===== config.mk =====
export PLATFORM = sky130hd
export DESIGN_NAME = keypad_time_encoder_flat
export DESIGN_NICKNAME = d
export VERILOG_FILES = /design/src/rtl/keypad_time_encoder_if.sv /design/src/rtl/keypad_time_encoder.sv /design/src/flat_wrapper.sv
export SDC_FILE = /design/constraint.sdc
export NUM_CORES = 1
export LEC_CHECK = 0
export BUFFER_PORTS_ARGS = -buffer_cell sky130_fd_sc_hd__buf_2
export CORE_MARGIN = 5
export CORE_UTILIZATION = 28
export DETAILED_ROUTE_END_ITERATION = 10
export HOLD_SLACK_MARGIN = 0.15
export PLACE_DENSITY = 0.53
export SYNTH_ARGS = -nofsm -noshare
export SYNTH_HDL_FRONTEND = slang
export SYNTH_SLANG_ARGS = --single-unit

===== constraint.sdc =====
create_clock -name clk -period 5.35 [get_ports clk]
set_input_delay 0.2675 -clock clk [delete_from_list [all_inputs] [get_ports clk]]
set_output_delay 0.2675 -clock clk [all_outputs]
set_load 0.02 [all_outputs]

===== src/rtl/keypad_time_encoder_if.sv =====
// Keypad-side signal bundle for keypad_time_encoder: key inputs, entry controls,
// the BCD time digits and the accept/reject pulses.
interface keypad_time_encoder_if;
  logic [9:0] Keypad;
  logic       Clear;
  logic       LoadEn;
  logic [3:0] Minutes;
  logic [3:0] TenSec;
  logic [3:0] Sec;
  logic       DataValid;
  logic       KeyAccept;
  logic       KeyReject;

  modport master (
    output Keypad, Clear, LoadEn,
    input  Minutes, TenSec, Sec, DataValid, KeyAccept, KeyReject
  );

  modport slave (
    input  Keypad, Clear, LoadEn,
    output Minutes, TenSec, Sec, DataValid, KeyAccept, KeyReject
  );
endinterface


===== src/rtl/keypad_time_encoder.sv =====
// Debounced keypad-to-BCD time entry; keys shift in at Sec toward Minutes.
// Optional idle auto-clear is enabled with the KEYPAD_TIMEOUT_EN macro.
module keypad_time_encoder #(
  parameter int unsigned DEBOUNCE_CYCLES = 4,
  parameter int unsigned TIMEOUT_CYCLES  = 64
) (
  input logic                  clk,
  input logic                  rst,
  keypad_time_encoder_if.slave kp
);

  typedef enum logic [1:0] {IDLE, DEBOUNCE, WAIT_RELEASE} state_e;

  localparam logic [7:0] DbLast = 8'(DEBOUNCE_CYCLES);

  state_e     state_q, state_d;
  logic [7:0] cnt_q, cnt_d;
  logic [3:0] code_q, code_d;
  logic [3:0] min_q, min_d, ten_q, ten_d, sec_q, sec_d;
  logic       acc_q, acc_d, rej_q, rej_d;
  logic [3:0] hits, key_code;
  logic       key_none, key_single, resolve, accept, data_valid, timeout;

  always_comb begin
    hits     = '0;
    key_code = '0;
    for (int unsigned i = 0; i < 10; i++) begin
      if (kp.Keypad[i]) begin
        hits     = hits + 4'd1;
        key_code = 4'(i);
      end
    end
    key_none   = (hits == 4'd0);
    key_single = (hits == 4'd1);
  end

  always_ff @(posedge clk) begin
    if (rst) begin
      state_q <= IDLE;
      cnt_q   <= '0;
      code_q  <= '0;
    end else begin
      state_q <= state_d;
      cnt_q   <= cnt_d;
      code_q  <= code_d;
    end
  end

  // cnt counts stable key samples in DEBOUNCE and stable release samples in WAIT_RELEASE
  always_comb begin
    state_d = state_q;
    cnt_d   = cnt_q;
    code_d  = code_q;
    resolve = 1'b0;
    unique case (state_q)
      IDLE: begin
        if (key_single) begin
          code_d = key_code;
          if (DbLast == 8'd1) begin
            resolve = 1'b1;
            state_d = WAIT_RELEASE;
            cnt_d   = '0;
          end else begin
            state_d = DEBOUNCE;
            cnt_d   = 8'd1;
          end
        end else if (!key_none) begin
          state_d = WAIT_RELEASE;
          cnt_d   = '0;
        end
      end
      DEBOUNCE: begin
        if (key_single && key_code == code_q) begin
          if (cnt_q + 8'd1 == DbLast) begin
            resolve = 1'b1;
            state_d = WAIT_RELEASE;
            cnt_d   = '0;
          end else begin
            cnt_d = cnt_q + 8'd1;
          end
        end else begin
          state_d = IDLE;
          cnt_d   = '0;
        end
      end
      WAIT_RELEASE: begin
        if (!key_none) begin
          cnt_d = '0;
        end else if (cnt_q + 8'd1 == DbLast) begin
          state_d = IDLE;
          cnt_d   = '0;
        end else begin
          cnt_d = cnt_q + 8'd1;
        end
      end
      default: begin
        state_d = IDLE;
        cnt_d   = '0;
      end
    endcase
  end

  always_comb begin
    accept = resolve && !kp.Clear && kp.LoadEn && (sec_q <= 4'd5);
    acc_d  = accept;
    rej_d  = resolve && !accept;
    min_d  = min_q;
    ten_d  = ten_q;
    sec_d  = sec_q;
    if (kp.Clear || timeout) begin
      min_d = '0;
      ten_d = '0;
      sec_d = '0;
    end else if (accept) begin
      min_d = ten_q;
      ten_d = sec_q;
      sec_d = key_code;
    end
  end

  always_ff @(posedge clk) begin
    if (rst) begin
      min_q <= '0;
      ten_q <= '0;
      sec_q <= '0;
      acc_q <= 1'b0;
      rej_q <= 1'b0;
    end else begin
      min_q <= min_d;
      ten_q <= ten_d;
      sec_q <= sec_d;
      acc_q <= acc_d;
      rej_q <= rej_d;
    end
  end

  assign data_valid = |{min_q, ten_q, sec_q};

`ifdef KEYPAD_TIMEOUT_EN
  logic [31:0] idle_q, idle_d;

  always_comb begin
    idle_d  = '0;
    timeout = 1'b0;
    if (data_valid && state_q == IDLE && kp.LoadEn && key_none) begin
      if (idle_q + 32'd1 == 32'(TIMEOUT_CYCLES)) timeout = 1'b1;
      else idle_d = idle_q + 32'd1;
    end
  end

  always_ff @(posedge clk) begin
    if (rst) idle_q <= '0;
    else     idle_q <= idle_d;
  end
`else
  logic unused_timeout;
  assign timeout        = 1'b0;
  assign unused_timeout = ^TIMEOUT_CYCLES;
`endif

  assign kp.Minutes   = min_q;
  assign kp.TenSec    = ten_q;
  assign kp.Sec       = sec_q;
  assign kp.DataValid = data_valid;
  assign kp.KeyAccept = acc_q;
  assign kp.KeyReject = rej_q;

endmodule


===== src/flat_wrapper.sv =====
// flat-port wrapper written by rule: the top's interface ports become plain ports
module keypad_time_encoder_flat 
#(
  parameter int unsigned DEBOUNCE_CYCLES = 4,
  parameter int unsigned TIMEOUT_CYCLES  = 64
)
  (clk, rst, kp_Keypad, kp_Clear, kp_LoadEn, kp_Minutes, kp_TenSec, kp_Sec, kp_DataValid, kp_KeyAccept, kp_KeyReject);
  keypad_time_encoder_if kp_i ();
  input logic clk;
  input logic rst;
  input wire logic [$bits(kp_i.Keypad)-1:0] kp_Keypad;
  input wire logic [$bits(kp_i.Clear)-1:0] kp_Clear;
  input wire logic [$bits(kp_i.LoadEn)-1:0] kp_LoadEn;
  output wire logic [$bits(kp_i.Minutes)-1:0] kp_Minutes;
  output wire logic [$bits(kp_i.TenSec)-1:0] kp_TenSec;
  output wire logic [$bits(kp_i.Sec)-1:0] kp_Sec;
  output wire logic [$bits(kp_i.DataValid)-1:0] kp_DataValid;
  output wire logic [$bits(kp_i.KeyAccept)-1:0] kp_KeyAccept;
  output wire logic [$bits(kp_i.KeyReject)-1:0] kp_KeyReject;
  assign kp_i.Keypad = kp_Keypad;
  assign kp_i.Clear = kp_Clear;
  assign kp_i.LoadEn = kp_LoadEn;
  assign kp_Minutes = kp_i.Minutes;
  assign kp_TenSec = kp_i.TenSec;
  assign kp_Sec = kp_i.Sec;
  assign kp_DataValid = kp_i.DataValid;
  assign kp_KeyAccept = kp_i.KeyAccept;
  assign kp_KeyReject = kp_i.KeyReject;
  keypad_time_encoder #(.DEBOUNCE_CYCLES(DEBOUNCE_CYCLES), .TIMEOUT_CYCLES(TIMEOUT_CYCLES)) u_core (.clk(clk), .rst(rst), .kp(kp_i));
endmodule

==> summary.txt <==
Root buffer cell: clkbuf_8
Vias per cell: 4.75
H-tree Lvls: 1
Top FF cell, synth: dfxtp_1
Least-Margin Pin Slew: 876 ps
Min-delay worst type: in -> reg
Sw power: 367 µW
Port Buffers: 28
Final hold violation count: 0
Synth Instances: 248
Total GRT Usage: 10.0%
Mean Syn Cell Area: 8.48 µm²
Setup violators final: 0
Kind of critical path: in -> reg
Design Area, Final: 0.00274 mm²
Fraction of registers with async set/reset: 0%
Top cells by area, synth: dfxtp_1 27%, mux2i_1 6.2%, nand2_1 6.1%, ha_1 5.9%, nor2_1 4.1%
Final period utilization: 98.9%
Post-synth top cells: 34 x nand2_1, 28 x dfxtp_1, 23 x nor2_1, 15 x a21oi_1, 13 x mux2i_1
Syn. warnings: 0
Clock Skew: 9.10 ps
MaxCap Viol Count: 0
Crit path time final: 5290 ps
Clock Sinks: 28
CTS tree: yes
Post-Route WL: 4970 µm
Starting density of the core: 28.8%
Max VDD drop: 147 µV
Longest Clk Path Bufs: 2
Worst-path fanout max: 6
Worst r2r src: u_core.cnt_q[0]
Comb pwr share: 58.2%
Drc violations: 0
Placed Cells incl. Taps: 382
Die width: 96.7 µm
WL/cell: 12.8 µm
Crit path to: u_core.kp.TenSec[2]
Num ports: 29
Netlist Area Pre-Place: 0.00210 mm²
Worst-Skew Late Latency: 280 ps
Switching fraction of total power: 37.5%
FMAX: 189 MHz
Worst r2r dst: u_core.kp.TenSec[2]
Required time worst endpoint: 5560 ps
Max-slew violations: 0
Clk network pwr share: 17.1%
Area grow syn2layout: 30.1%
Final worst setup slack: 57.2 ps
Register area share after synthesis: 26.7%
Filler Cells Inserted: 789
Hold buffer count at CTS: 0
Crit path capture type: flip-flop
Post-synthesis register bit count: 28
Initial antenna violation count: 0
Int Pwr: 611 µW
Power share of the sequential group: 24.7%
Post-placement cell area: 0.00256 mm²
Largest net degree at the start of global routing: 17
Yosys top cell area share: 26.7%
Number of global-route vias before repair: 1750
TritonCTS Buffers: 3
Crit path launch: kp_Keypad[1]
Total number of vias: 1848
Power Density: 357 mW/mm²
Top-count cell post-synth: nand2_1
Fin nets: 315
Worst reg2reg path depth: 7
Crit path DAT: 5510 ps
Netlist cell types: 51
Fraction of layout cells with a size suffix above 1: 30.3%
Slew margin rel.: 41.4%
Pwr Total: 977 µW
R2R Setup Slk: 3350 ps
DP HPWL: 3690 µm
Grt ovf: 0
Register clock-pin slew on the reported worst setup and hold paths: 100 ps
Iteration-0 DRC Markers: 80
Post-route ant nets: 0
Core area: 0.00729 mm²
Status: complete, no violations
Leading area contributor after synthesis: dfxtp_1
First-pass GRT wire length: 8120 µm
Routability congestion estimate: 0.775
Startpoint type of the worst setup path: primary input
Die ar.: 0.00935 mm²
Leakage: 0.00113 µW
RSZ-0062 raised after global routing: true
Diodes inserted: 0
Die Ht: 96.7 µm
Finished Layout Cells: 389
Pre-antenna DRT Iters: 4
Pre-CTS setup slack: -327 ps
Row Count: 31
Syn Nets: 272
EDFF count, synth: 0
[stage by stage]
step / hold slack (ps) / TNS, ps / util [%]
finish: 318 / 0 / 37.5
CTS: 307 / 0 / 36.1
global placement: 462 / -3920 / 35.1
global route: 323 / -1670 / 37.5
detailed placement: 460 / -6400 / 35.1
floorplan: 451 / -301 / -
[power groups by stage]
stage / logic, µW / clock network (µW) / registers [µW]
after floorplan: 403 / 0 / 242
after global placement: 542 / 0 / 246
after detailed placement: 547 / 0 / 245
after CTS: 551 / 174 / 241
after global routing: 631 / 180 / 244
final: 569 / 167 / 242
[area by class of cell]
| cell class | count | area, µm² | share of cell area (%) |
|---|---|---|---|
| clock inverter | 1 | 30.0 | 1.10 |
| inverter | 8 | 45.0 | 1.65 |
| timing repair buffer | 50 | 357 | 13.0 |
| sequential | 28 | 561 | 20.5 |
| clock buffer | 3 | 41.3 | 1.51 |
| tap | 99 | 124 | 4.53 |
| multi-input combinational | 200 | 1580 | 57.7 |
[sequential cells by signal, indices dropped and copies added (netlist names)]
name	flops
u_core.state_q	2
u_core.kp.KeyReject	1
u_core.kp.Sec	4
u_core.code_q	4
u_core.kp.Minutes	4
u_core.kp.TenSec	4
u_core.kp.KeyAccept	1
u_core.cnt_q	8
[layout by cell type (no fill, tap or decap), types with 2 or more instances in the layout]
master,n
nor4_1,3
nand3b_1,3
nor3_1,6
nand3_1,10
nand2_2,2
nand2b_1,5
ha_1,6
and3_1,3
buf_4,20
xnor2_1,8
a311oi_1,6
inv_1,6
mux2i_1,13
o21ai_0,2
dfxtp_1,28
nor2b_1,2
buf_12,2
buf_2,26
a41oi_1,2
nor3b_1,4
nand2b_4,2
xor3_2,3
nor2_1,22
a31o_2,3
and3_4,3
xor2_1,5
nand4_1,2
nand2_1,32
ha_4,4
mux2_4,3
a21oi_1,15
o22ai_1,2
xnor2_2,3
clkbuf_8,3
[routing by layer]
| layer | up-vias | track usage [%] | wire length [µm] |
|---|---|---|---|
| li1 | 973 | - | - |
| met1 | 840 | 13.6 | 2400 |
| met2 | 31 | 15.5 | 2280 |
| met3 | 4 | 2.16 | 221 |
| met4 | 0 | 3.78 | 68 |
| met5 | - | 0 | 0 |
[worst min-delay path by stage]
stage,end,startpoint,cells after the start
floorplan,u_core.cnt_q[7],u_core.cnt_q[7],1
global placement,u_core.kp.Minutes[1],u_core.kp.Minutes[1],2
detailed placement,u_core.kp.TenSec[3],u_core.kp.TenSec[3],2
CTS,u_core.code_q[0],rst,2
global route,u_core.state_q[1],rst,2
finish,u_core.kp.KeyAccept,rst,2
[worst max-delay path, cell delays in order]
cell       delay, ps
buf_12           110
ha_1             210
nor2_2           140
nor2_1            70
ha_1             290
nand2_2           90
o31ai_4           80
ha_1             300
nand2b_4         130
o21a_1           170
ha_4             210
mux2_4           260
o31a_1           120
ha_1             290
mux2_4           280
ha_4             210
nand2_2           50
o21ai_1           60
a21o_1           170
ha_1             270
mux2_4           290
ha_4             210
nand2b_4         120
o32a_1           220
nor4_4           300
and3_4           260
clkbuf_16        150
mux2i_1          170
[timing repair]
action	CTS	global route
pin swaps	0	12
buffers inserted	0	2
setup endpoints to repair	10	27
hold endpoints to repair	0	0
gates resized for setup	1	13
gates cloned	0	1
[logic make-up after synthesis]
logic type,synth area share [%]
DFF,26.7
adders and majority gates,5.95
buffers and inverters,4.22
muxes,8.33
and+or+nand+nor,24.9
AOI/OAI and AO/OA,15.8
xor gates and xnor gates,14.2
Note: power is estimated with default switching activity, not from simulation.
